`src/rtl/shiftreg_radix.sv`:
```
`default_nettype none
// ============================================================================
//  Module   : shiftreg_radix
//  Purpose  : Partial-result shift register for the RSA Montgomery datapath.
//             Each accepted step captures the adder output rjo, shifts it
//             right by SHIFT bits (radix-2^SHIFT) and fills the top with cin.
//             A step counter tracks ITERS steps and reports busy/done to the
//             controlling FSM. The bits dropped by each step are exposed.
//  Ports    : clk      - rising-edge clock
//             rstb     - asynchronous active-low reset
//             ena      - global enable, low freezes every register
//             clear    - synchronous clear (highest priority)
//             load     - start/restart operation, reg_rji <= ld_data
//             ld_data  - initial register value
//             shift    - step strobe, honoured only while running
//             rjo      - next partial result from the adder
//             cin      - fill bits for the top SHIFT bits
//             reg_rji  - shifted partial result
//             lsb_out  - bits dropped by the last step
//             step_cnt - steps completed in the current operation
//             busy     - operation in progress
//             done     - high while the operation has just completed
//             sticky   - OR of all dropped bits since load/clear
//  Config   : SHREG_STICKY_EN - when defined, sticky is a real flop;
//             otherwise sticky is tied low.
//  Revision : 1.0 - initial release
// ============================================================================
module shiftreg_radix #(
    parameter  int WIDTH = 32,
    parameter  int SHIFT = 1,
    parameter  int ITERS = 32,
    localparam int CNT_W = $clog2(ITERS + 1)
) (
    input  logic             clk,
    input  logic             rstb,
    input  logic             ena,
    input  logic             clear,
    input  logic             load,
    input  logic [WIDTH-1:0] ld_data,
    input  logic             shift,
    input  logic [WIDTH-1:0] rjo,
    input  logic [SHIFT-1:0] cin,
    output logic [WIDTH-1:0] reg_rji,
    output logic [SHIFT-1:0] lsb_out,
    output logic [CNT_W-1:0] step_cnt,
    output logic             busy,
    output logic             done,
    output logic             sticky
);

    typedef enum logic [1:0] {
        IDLE = 2'd0,
        RUN  = 2'd1,
        DONE = 2'd2
    } state_t;

    state_t state;
    state_t state_next;

    logic   step_ok;    // shift accepted this cycle (enabled, running, no override)
    logic   last_step;  // the accepted shift is the ITERS-th one

    // ------------------------------------------------------------------
    // Next-state logic
    // ------------------------------------------------------------------
    always_comb begin
        state_next = state;
        step_ok    = 1'b0;
        last_step  = 1'b0;
        if (ena) begin
            if (clear) begin
                state_next = IDLE;
            end else if (load) begin
                state_next = RUN;
            end else begin
                case (state)
                    RUN: begin
                        if (shift) begin
                            step_ok   = 1'b1;
                            last_step = (step_cnt == CNT_W'(ITERS - 1));
                            if (last_step) begin
                                state_next = DONE;
                            end
                        end
                    end
                    // DONE lasts exactly one enabled cycle
                    DONE:    state_next = IDLE;
                    default: state_next = state;
                endcase
            end
        end
    end

    always_ff @(posedge clk or negedge rstb) begin
        if (!rstb) begin
            state <= IDLE;
        end else begin
            state <= state_next;
        end
    end

    // busy/done decode straight from the state flop, so no input reaches them
    assign busy = (state == RUN);
    assign done = (state == DONE);

    // ------------------------------------------------------------------
    // Datapath: shift register, dropped bits, step counter
    // ------------------------------------------------------------------
    always_ff @(posedge clk or negedge rstb) begin
        if (!rstb) begin
            reg_rji  <= '0;
            lsb_out  <= '0;
            step_cnt <= '0;
        end else if (ena) begin
            if (clear) begin
                reg_rji  <= '0;
                lsb_out  <= '0;
                step_cnt <= '0;
            end else if (load) begin
                reg_rji  <= ld_data;
                lsb_out  <= '0;
                step_cnt <= '0;
            end else if (step_ok) begin
                reg_rji  <= {cin, rjo[WIDTH-1:SHIFT]};
                lsb_out  <= rjo[SHIFT-1:0];
                // Counter stops at ITERS because shifts are ignored outside RUN
                step_cnt <= step_cnt + CNT_W'(1);
            end
        end
    end

    // ------------------------------------------------------------------
    // Optional sticky bit over all dropped bits
    // ------------------------------------------------------------------
`ifdef SHREG_STICKY_EN
    always_ff @(posedge clk or negedge rstb) begin
        if (!rstb) begin
            sticky <= 1'b0;
        end else if (ena) begin
            if (clear || load) begin
                sticky <= 1'b0;
            end else if (step_ok) begin
                sticky <= sticky | (|rjo[SHIFT-1:0]);
            end
        end
    end
`else
    assign sticky = 1'b0;
`endif

endmodule
`default_nettype wire

```
`config.mk`:
```
export PLATFORM = sky130hd
export DESIGN_NAME = shiftreg_radix
export DESIGN_NICKNAME = d
export VERILOG_FILES = /design/src/rtl/shiftreg_radix.sv
export SDC_FILE = /design/constraint.sdc
export NUM_CORES = 1
export LEC_CHECK = 0
export ABC_AREA = 1
export CORE_MARGIN = 2
export CORE_UTILIZATION = 35
export CTS_BUF_LIST = sky130_fd_sc_hd__clkbuf_16
export DETAILED_ROUTE_END_ITERATION = 10
export PLACE_DENSITY_LB_ADDON = 0.15
export SLEW_MARGIN = 20
export SYNTH_ARGS = -nofsm -noshare
export SYNTH_HDL_FRONTEND = slang
export SYNTH_SLANG_ARGS = --single-unit
```
`constraint.sdc`:
```
create_clock -name clk -period 1.3 [get_ports clk]
set_clock_uncertainty 0.05 [all_clocks]
set_input_delay 0.26 -clock clk [delete_from_list [all_inputs] [get_ports clk]]
set_output_delay 0.26 -clock clk [all_outputs]
set_load 0.05 [all_outputs]
```
==> impl_metrics.toml <==
[worst_setup_path]
required_ns = 1.45
crit_type = "flop to flop"
end_kind = "flop"
cp.arrival_ns = 1.63
worst_path_max_delay_cell = "dfrtp_1"
critPathMaxStageDelay_ns = 0.40
cp-start-kind = "flop"
path_cells = "inv_2 -> ha_4 -> nand3_4 -> nand2_8 -> buf_8 -> buf_16 -> nor2_4 -> a31oi_2"
cp_max_fo = 6

[sta]
rsz0062_at_grt = "true"
report.final.hold_viol_count = 0
worst_slack_ns = -0.179
fmax_mhz = 676
maxSlewViolCount = 0
setup_viol = 42
period_needed_ns = 1.48
layout_worst_path_cycle_share_pct = 114

[place]
portBuffers = 111
hpwl_um = 4520
place_congestion = 0.747
placed_area_um2 = 3770
dp.cells = 435

[logic_synthesis]
synth_area_um2 = 2040
ys_ff_latch = 41
synth_cell_types = 24
yosys_warnings = 0
synth_area_leaders = "dfrtp_1 50%, a31oi_1 9.8%, nand2_1 9.4%"
synth_top_area_share_pct = 50.3
ys_seq_area_share_pct = 50.3
syn_area_per_cell_um2 = 8.15
netlist_instances = 250
yosys.area.top_type = "dfrtp_1"
syn_nets = 324

[worst_hold_path]
hp-class = "primary input to asynchronous set/reset pin"

[floorplan]
core_area_um2 = 5570
start_util_pct = 36.6
design.die.area_um2 = 6450
die_y_um = 80.3
pin_count = 113
num_rows = 27
die_x_um = 80.3

[power_and_ir_drop]
leakagePower_uw = 0.00186
ir_drop_uv = 858
power_density_nw_per_um2 = 1230

[routing]
route.vias.total = 2454
viasPerCell = 5.30
ant_nets = 0
drt_iter0_markers = 131
routed_wl_um = 8160
dr.pass1.iters = 4
wl_per_cell_um = 17.6
drc = 0

[clock_network]
cts_buffers = 5
cts_tree = "done"
clk_pin_slew_ns = 0.06
root_buffer = "clkbuf_16"
cts_buffer_depth = 2
htree_levels = 2
cts.sinks = 41
clk-insertion-delay-late_ns = 0.28

[layout]
utilization_pct = 81.8
area_delta_synth_final_pct = 124
layout_commonest_cell = "clkdlybuf4s50_1"
stdcell_area_um2 = 4560
final_cell_mix = "67 x clkdlybuf4s50_1, 47 x nand2_1, 47 x buf_12"
fin_nets = 464
antennaDiodeCount = 0
drive_above_1_share_pct = 37.3
n_fill_cell = 327
instances_no_fill = 463

[job]
cap_violations = 0

[outcome]
violations = "setup timing"
status = "finished, violations left"

[global_routing]
grt_pass1_vias = 2418
grt_usage_pct = 24.4
grt_max_degree = 42
antenna_found_initial = 0
grt_pass1_wl_um = 12000
grt_overflow_total = 0
## stage by stage
| step | setup slack, ns | hold slack (ns) | power (uW) | TNS (ns) |
|---|---|---|---|---|
| floorplan | -0.0732 | -0.0856 | 2640 | -1.86 |
| global placement | -0.419 | 0.198 | 3890 | -14.85 |
| detailed placement | -0.451 | 0.201 | 3920 | -15.92 |
| CTS | -0.166 | 0.433 | 5430 | -3.78 |
| global route | -0.222 | 0.449 | 5780 | -6.66 |
| finish | -0.179 | 0.424 | 5590 | -4.71 |
## critical path: cells and delay by family, from the launching register on
kind            cells  cell delay [ns]
compound gates      1             0.18
fa+ha+maj           1             0.17
buf+inv             3             0.34
flops               1             0.40
simple gates        3             0.24
## logic make-up after synthesis
| logic type | share of synthesized area [%] |
|---|---|
| buf+inv | 6.57 |
| xor+xnor | 0.430 |
| compound gates | 12.6 |
| other cells | 0.184 |
| simple gates | 28.0 |
| flops | 50.3 |
| fa+ha+maj | 1.84 |
## cell usage after synthesis
master and instances:
inv_1 8, o21ai_1 5, nor2_4 1, or2_2 1
buf_4 4, o21a_1 1, a31oi_1 32, and3_1 1
nand2_1 51, ha_1 3, nor2_1 37, a21oi_1 1
nand3_1 36, nand4_1 2, conb_1 1, dfrtp_1 41
clkbuf_1 8, nor3_1 1, inv_2 2, buf_6 1
buf_2 5, o21ai_0 4, xor2_1 1, nand2_2 3
## state kept, by name (all words and copies together) (netlist names)
name      count
lsb_out       1
step_cnt      6
state         2
reg_rji      32
## cell type report
cell class,instances,area (um^2),area share (%)
clock buffers,5,125,2.75
clock inverters,3,18.8,0.412
inverters,10,37.5,0.824
multi-input cells,181,1190,26.2
flip-flops and latches,41,1030,22.6
well taps,72,90.1,1.98
repair buffers,151,2060,45.2
## power by group
| group | internal (uW) | switching [uW] |
|---|---|---|
| Clock | 704 | 511 |
| Sequential | 1460 | 255 |
| Combinational | 1370 | 1290 |
## repair_timing
item	4_1_cts	5_1_grt
setup buffers	12	2
cloned	7	1
endpoints found under the hold margin	41	0
setup endpoints to repair	43	45
pin swaps	8	3
resized for setup	50	38
hold buffers	1	0
## final timing paths
path	from	end	slack [ns]	cells after the start
min in group clk	rjo[0]	lsb_out$_DFFE_PN0P_	0.48	3
hold / removal	rstb	reg_rji[7]$_DFFE_PN0P_	0.42	3
hold reg to reg	lsb_out$_DFFE_PN0P_	lsb_out$_DFFE_PN0P_	0.51	2
setup / recovery	state[1]$_DFFE_PN0P_	reg_rji[13]$_DFFE_PN0P_	-0.18	8
setup reg to reg	state[1]$_DFFE_PN0P_	reg_rji[13]$_DFFE_PN0P_	-0.18	8
max in group asynchronous	rstb	step_cnt[3]$_DFFE_PN0P_	0.55	3
## per-layer routing
layer  vias up  GRT usage (%)  share of wire, %  wire, um
met4         0           8.47               2.5       206
met1      1186           28.4                38      3060
met3        17           6.97               7.6       618
met2       118           42.7                52      4270
met5         -              0                 0         0
li1       1133              -                 -         -
(Power assumes the default switching activity.)
